===== src/rtl/exp2_pipe.sv =====
// exp2_pipe: pipelined power-of-two scaler, Z = M << E truncated to width bits,
// one shift stage per exponent bit with a valid/ready stream and overflow flag.
module exp2_pipe #(
  parameter int width = 8
) (
  input  logic                     clk_i,
  input  logic                     rst_ni,
  input  logic                     clr_i,
  input  logic                     in_valid_i,
  output logic                     in_ready_o,
  input  logic [width-1:0]         M_i,
  input  logic [$clog2(width)-1:0] E_i,
  output logic                     out_valid_o,
  input  logic                     out_ready_i,
  output logic [width-1:0]         Z_o,
  output logic                     ovf_o
);
  localparam int ew = $clog2(width);
  localparam int RW = (ew > 1) ? (ew * (ew - 1)) / 2 : 1;

  // Offset of stage k's remaining-exponent field in the packed triangular store.
  function automatic int rem_base(input int k);
    return k * (ew - 1) - (k * (k - 1)) / 2;
  endfunction

  // Returns {ovf, data}: shift by 2^k when en, flagging any '1' pushed past the MSB.
  function automatic logic [width:0] shift_ovf(input logic [width-1:0] d,
                                               input logic en, input int k);
    int s;
    s = 1 << k;
    if (!en) return {1'b0, d};
    if (s >= width) return {|d, {width{1'b0}}};
    return {|(d >> (width - s)), d << s};
  endfunction

  logic [ew-1:0]    vld_p, ovf_p;
  logic [width-1:0] data_p [ew];
  logic [RW-1:0]    rem_p;

  logic [ew-1:0]    rdy, ld, vin, sin, ovf_nx;
  logic [width-1:0] data_nx [ew];
  logic [RW-1:0]    rem_nx, rem_en;

  if (ew == 1) begin : g_norem
    assign rem_nx = '0;
    assign rem_en = '0;
  end

  for (genvar k = 0; k < ew; k++) begin : g_stage
    logic [width-1:0] d_in;
    logic             o_in;
    logic [width:0]   step;

    if (k == 0) begin : g_first
      assign vin[k] = in_valid_i;
      assign sin[k] = E_i[0];
      assign d_in   = M_i;
      assign o_in   = 1'b0;
    end else begin : g_next
      assign vin[k] = vld_p[k-1];
      assign sin[k] = rem_p[rem_base(k-1)];
      assign d_in   = data_p[k-1];
      assign o_in   = ovf_p[k-1];
    end

    // Closed form of ready_k = !valid_k || ready_{k+1}, avoiding a comb loop.
    assign rdy[k]     = out_ready_i | ~(&vld_p[ew-1:k]);
    assign ld[k]      = rdy[k] & vin[k] & ~clr_i;
    assign step       = shift_ovf(d_in, sin[k], k);
    assign data_nx[k] = step[width-1:0];
    assign ovf_nx[k]  = o_in | step[width];

    if (k < ew - 1) begin : g_rem
      localparam int B = rem_base(k);
      localparam int W = ew - 1 - k;
      assign rem_en[B +: W] = {W{ld[k]}};
      if (k == 0) begin : g_rem_first
        assign rem_nx[B +: W] = E_i[ew-1:1];
      end else begin : g_rem_next
        assign rem_nx[B +: W] = rem_p[rem_base(k-1) + 1 +: W];
      end
    end
  end

  // Stage registers: data only moves with a real operand, so bubbles never disturb Z_o.
  always_ff @(posedge clk_i or negedge rst_ni) begin
    if (!rst_ni) begin
      vld_p <= '0;
      ovf_p <= '0;
      rem_p <= '0;
      for (int k = 0; k < ew; k++) data_p[k] <= '0;
    end else begin
      for (int k = 0; k < ew; k++) begin
        if (clr_i) vld_p[k] <= 1'b0;
        else if (rdy[k]) vld_p[k] <= vin[k];
        if (ld[k]) begin
          data_p[k] <= data_nx[k];
          ovf_p[k]  <= ovf_nx[k];
        end
      end
      for (int i = 0; i < RW; i++) begin
        if (rem_en[i]) rem_p[i] <= rem_nx[i];
      end
    end
  end

  assign in_ready_o  = rdy[0];
  assign out_valid_o = vld_p[ew-1];
  assign Z_o         = data_p[ew-1];
  assign ovf_o       = ovf_p[ew-1];

endmodule


===== config.mk =====
export PLATFORM = sky130hd
export DESIGN_NAME = exp2_pipe
export DESIGN_NICKNAME = d
export VERILOG_FILES = /design/src/rtl/exp2_pipe.sv
export SDC_FILE = /design/constraint.sdc
export NUM_CORES = 1
export LEC_CHECK = 0
export ABC_AREA = 1
export CAP_MARGIN = 5
export CORE_MARGIN = 2
export CORE_UTILIZATION = 50
export DETAILED_ROUTE_END_ITERATION = 6
export GPL_TIMING_DRIVEN = 0
export MAX_ROUTING_LAYER = met4
export PLACE_DENSITY = 0.76
export REMOVE_ABC_BUFFERS = 1
export SLEW_MARGIN = 10
export SYNTH_ARGS = -nofsm -noshare
export SYNTH_HDL_FRONTEND = slang
export SYNTH_SLANG_ARGS = --single-unit

===== constraint.sdc =====
create_clock -name clk_i -period 1.5 [get_ports clk_i]
set_clock_uncertainty 0.15 [all_clocks]
set_input_delay 0.3 -clock clk_i [delete_from_list [all_inputs] [get_ports clk_i]]
set_output_delay 0.3 -clock clk_i [all_outputs]
set_load 0.02 [all_outputs]

==> metrics, run 1 <==
area of the die=0.00365 mm^2; GRT Total Usage=19.3%; Die X=60.4 um; via count=1311; GR Overflow Total=0; f_max=630 MHz; Vias/cell=4.65; Unique masters post-synth=19; Core ar.=0.00305 mm^2; syn_area_per_cell=7.73 um^2; Syn Inst Count=206; H-tree Lvls=2; part of the Yosys area used for sequential elements=51.8%; clk sinks=33; worst-margin pin slew=0.702 ns; Placed Area=0.00186 mm^2; CTS Buf Count=5; Hold Startpoint=Z_o[4]; max cap viols=0; R2R Path End=ovf_p[0]; Root Driver=clkbuf_4; ant diodes=0; relative slew slack=53.2%; pwr dens=1130 mW/mm^2; violated checks=negative setup slack; Startpoint Class=input pin; cell area after synthesis=0.00159 mm^2; crit path from=out_ready_i; Synth area leaders=dfrtp_1 52%, nand2_1 21%, nand3_1 5.3%; layout cells sized above 1=13.0%; NumNets Final=253; RSZ-0062 raised after global routing=true; initial antenna violation count=0; DP Worst Slack=-0.800 ns; fin cells=282; fin crit share=106%; Fin. Hold Viols=0; number of global-route vias before repair=1225; GPL Wtd Cong=0.772; crit-path max FO=2; Final Max Slew Viols=0; ANT nets after route=0; Setup crit end kind=output pin; post-layout util=64.1%; Design Area, Final=0.00196 mm^2; routed wire length=2.73 mm; maximum VDD drop=0.606 mV; 1st-pass router iterations=5; clk_lat worst skew=0.33 ns; Die Height=60.4 um; Initial Util=52.2%; Hold WC Path Type=reg -> reg; drt wl/cell=9.67 um; CP required=1.05 ns; Tot Pwr=0.00222 W; crit path to=in_ready_o; WP data arrival=1.14 ns; row count=20; Final WS setup=-0.0867 ns; fillcell total=282; first-pass GRT wire length=4.99 mm; #FFs+latches synth=33; status=complete, but fails checks; Setup CP Type=in -> out; Worst R2R Start=vld_p[2]; largest area contributor in the netlist=dfrtp_1; Synth Warn #=0; top cell type's share of synthesized area=51.8%; largest net degree at the start of global routing=34; Inst Count DP=270; FF-to-FF setup slack=0.14 ns; FF-to-FF path depth=7; drt drc=0; Area growth syn-to-layout=22.9%; final-report setup violation count=1; crit path time final=1.59 ns; CTS clock-pin slew for the worst setup and hold paths=0.09 ns; DR iter-0 viols=55; CTS tree=built; I/O pin total=27; I/O Buffers=26; CTS Buffer Depth=2; Leakage Power=1.06 nW; Final HPWL DP=1.93 mm
[layer usage]
metal	part of all wire, %	track usage (%)
met5	0	-
met2	49	32.5
met3	4.9	5.76
met1	44	20.7
met4	1.9	9.32
[cell usage after synthesis (all sizes together)]
cell type	number
nand2	93
nor2	7
o21bai	1
dfrtp	33
buf	6
a21oi	7
clkinv	1
inv	23
o21ai	17
nand3	18
[worst min path at each step]
stage                               to  depth (start not counted)  slack (ns)
floorplan                       Z_o[0]                          0       -0.15
global placement                Z_o[5]                          2        0.30
detailed placement  g_stage[1].d_in[5]                          1        0.24
CTS                             Z_o[4]                          2        0.33
global route                    Z_o[6]                          2        0.36
finish                          Z_o[4]                          2        0.32
[cell usage in the layout, fill, tap and decap left out, types with 3 or more instances in the layout]
cell type | Yosys | final
nand2_1 | 90 | 90
nor2_1 | 5 | 4
clkdlybuf4s50_1 | 0 | 14
nor2_4 | 2 | 3
clkbuf_2 | 0 | 6
clkdlybuf4s15_1 | 0 | 4
nand3_1 | 17 | 17
clkbuf_4 | 0 | 5
o21ai_0 | 9 | 9
o21ai_1 | 8 | 8
inv_2 | 3 | 4
inv_1 | 20 | 19
a21oi_1 | 6 | 6
dfrtp_1 | 33 | 33
[timing repair]
item,in CTS,in global routing
hold buffers,1,0
resized for setup,24,12
setup buffers,2,1
endpoints found under the setup margin,22,26
pin swaps,2,4
hold endpoints to repair,33,0
[worst max-delay path, cell delays in order]
cell	delay [ns]
clkdlybuf4s50_1	0.44
nor2_4	0.15
nand3_4	0.10
buf_6	0.14
[cell families (layout without fill, tap and decap cells)]
logic type / Yosys count / after routing / synth area share, %
AO/OA/AOI/OAI: 25 / 25 / 8.25
flip-flops: 33 / 33 / 51.8
AND/OR/NAND/NOR: 118 / 118 / 31.3
buffers and inverters: 30 / 62 / 8.64
[cell type report]
class | count | area [um^2] | share of cell area [%]
sequential | 33 | 826 | 42.2
multi-input combinational | 143 | 644 | 32.9
timing repair buffer | 30 | 272 | 13.9
inverter | 24 | 90.1 | 4.60
clock buffer | 7 | 65.1 | 3.32
tap | 44 | 55.1 | 2.81
clock inverter | 1 | 5.00 | 0.256
[per-stage QoR]
stage               setup TNS (ns)  hold WS [ns]
finish                     -0.0867         0.324
global placement            -30.42         0.302
detailed placement          -11.53         0.237
CTS                         -0.109         0.327
floorplan                   -0.456        -0.146
global route                -0.129         0.356
[report_power, final]
part / leakage, nW / internal (W) / total (W) / switching [W]
Clock: 0.0413 / 0.000272 / 0.000566 / 0.000294
Combinational: 0.589 / 0.000207 / 0.000499 / 0.000292
Sequential: 0.430 / 0.00104 / 0.00115 / 0.000110
[state kept, by name, indices dropped and copies added, names as in the netlist]
register and flops:
vld_p 3, g_stage.d_in 16, rem_p 3, ovf_p 3
Z_o 8
Power figures use the tool's default switching activity.
==> run 2: changes to the inputs <==
--- a/config.mk
+++ b/config.mk
@@ -7,12 +7,14 @@
 export LEC_CHECK = 0
 export ABC_AREA = 1
 export CAP_MARGIN = 5
+export CELL_PAD_IN_SITES_DETAIL_PLACEMENT = 1
+export CELL_PAD_IN_SITES_GLOBAL_PLACEMENT = 2
 export CORE_MARGIN = 2
-export CORE_UTILIZATION = 50
+export CORE_UTILIZATION = 30
 export DETAILED_ROUTE_END_ITERATION = 6
 export GPL_TIMING_DRIVEN = 0
 export MAX_ROUTING_LAYER = met4
-export PLACE_DENSITY = 0.76
+export PLACE_DENSITY = 0.78
 export REMOVE_ABC_BUFFERS = 1
 export SLEW_MARGIN = 10
 export SYNTH_ARGS = -nofsm -noshare
==> constraint.sdc (replaced) <==
create_clock -name clk_i -period 1.81 [get_ports clk_i]
set_clock_uncertainty 0.15 [all_clocks]
set_input_delay 0.362 -clock clk_i [delete_from_list [all_inputs] [get_ports clk_i]]
set_output_delay 0.362 -clock clk_i [all_outputs]
set_load 0.02 [all_outputs]
==> metrics, run 2 (synthesized netlist as in run 1, its figures left out) <==
WHS=-0.0119 ns; number of global-route vias before repair=1322; CP required=1.30 ns; Buf+Inv Stages, Crit Path=1; commonest non-fill, non-tap cell in the layout=nand2_1; Initial Util=31.2%; drt drc=0; initial antenna violation count=0; Final WS setup=0.0434 ns; largest net degree at the start of global routing=34; GRT Total Usage=12.9%; fin crit share=97.6%; H-tree Lvls=2; status=complete, but fails checks; FF-to-FF setup slack=0.43 ns; ant diodes=0; crit path time final=1.77 ns; clk sinks=33; row count=26; Area growth syn-to-layout=27.3%; I/O Buffers=26; CP Depth=1; ANT nets after route=0; f_max=566 MHz; most frequent cells in the layout=90 x nand2_1, 33 x dfrtp_1, 23 x clkdlybuf4s50_1; Leakage Power=1.06 nW; Hold WC Path Type=in -> async; first-pass GRT wire length=5.93 mm; Max stage delay on crit path=0.61 ns; Setup crit end kind=output pin; clk_lat worst skew=0.28 ns; DR iter-0 viols=69; 1st-pass router iterations=4; FF-to-FF path depth=7; worst-margin pin slew=0.737 ns; violated checks=negative hold slack; Die X=76.9 um; CTS Buf Count=5; pwr dens=1000 mW/mm^2; maximum VDD drop=0.288 mV; CTS clock-pin slew for the worst setup and hold paths=0.07 ns; Core ar.=0.00511 mm^2; WP data arrival=1.25 ns; Final HPWL DP=2.32 mm; fillcell total=653; number of flip-flops in the largest register=16; CTS tree=built; Final Max Slew Viols=0; Fin. Hold Viols=33; relative slew slack=50.9%; drt wl/cell=10.9 um; max cap viols=0; Startpoint Class=flip-flop; area of the die=0.00591 mm^2; Post-CTS Hold Buffers=0; Root Driver=clkbuf_8; Vias/cell=4.25; crit-path max FO=2; Setup CP Type=reg -> out; layout cells sized above 1=10.1%; I/O pin total=27; via count=1306; CP delay by family, top=buffers and inverters; final-report setup violation count=0; Die Height=76.9 um; routed wire length=3.33 mm; GR Overflow Total=0; Tot Pwr=0.00203 W; CTS Buffer Depth=2; RSZ-0062 raised after global routing=false; NumNets Final=252; CP Cell Sequence=clkdlybuf4s50_1; slowest library cell on the worst path=clkdlybuf4s50_1; GPL Wtd Cong=0.682; DP Worst Slack=-0.657 ns
## run 2: cell types whose count changed in the layout (fill, tap and decap cells not counted), sizes merged
cell           delta
dlygate4sd3       -1
clkdlybuf4s15     -4
dlymetal6s2s      +1
clkdlybuf4s50     +9
clkbuf            -6
## run 2: final timing paths
kind	start	to
hold / removal	rst_ni	ovf_p[2]
setup reg to reg	vld_p[2]	ovf_p[0]
setup / recovery	Z_o[5]	Z_o[5]
hold reg to reg	Z_o[4]	Z_o[4]
min in group clk_i	out_ready_i	vld_p[2]
max in group asynchronous	rst_ni	rem_p[0]
## run 2: area by class of cell
cell class	instances	area, um^2	area share [%]
flip-flops and latches	33	826	40.7
repair buffers	29	278	13.7
clock inverters	1	5.00	0.247
multi-input cells	143	644	31.8
clock buffers	7	96.3	4.75
well taps	70	87.6	4.32
inverters	24	90.1	4.44
## run 2: what timing repair did
| action | in CTS | in global routing |
|---|---|---|
| pin swaps | 2 | 1 |
| endpoints found under the setup margin | 12 | 10 |
| resized for setup | 6 | 3 |
| cloned | 0 | 0 |
| buffers inserted | 1 | 2 |
| hold endpoints to repair | 0 | 0 |
## run 2: report_power, final
group          switching, W  total [W]  internal, W
Combinational      0.000246   0.000455     0.000209
Sequential        0.0000940   0.000959     0.000865
Clock              0.000270   0.000613     0.000344
## run 2: stage by stage
step	instance area, um^2	setup TNS, ns	cells	util [%]	hold WS, ns
detailed placement	1890	-6.43	296	37.0	0.310
CTS	2000	0	305	39.2	0.0186
global route	2030	0	307	39.7	0.0462
finish	2030	0	307	39.7	-0.0119
floorplan	1550	0	200	-	-0.0836
global placement	1890	-21.53	296	37.1	0.304
## run 2: layer usage
metal  vias to the layer above  GRT usage [%]  wire, um
met5                         -              -         0
met4                         0           6.00        70
met3                         7           3.18       123
met2                        27           22.1      1610
met1                       571           14.1      1530
li1                        701              -         -
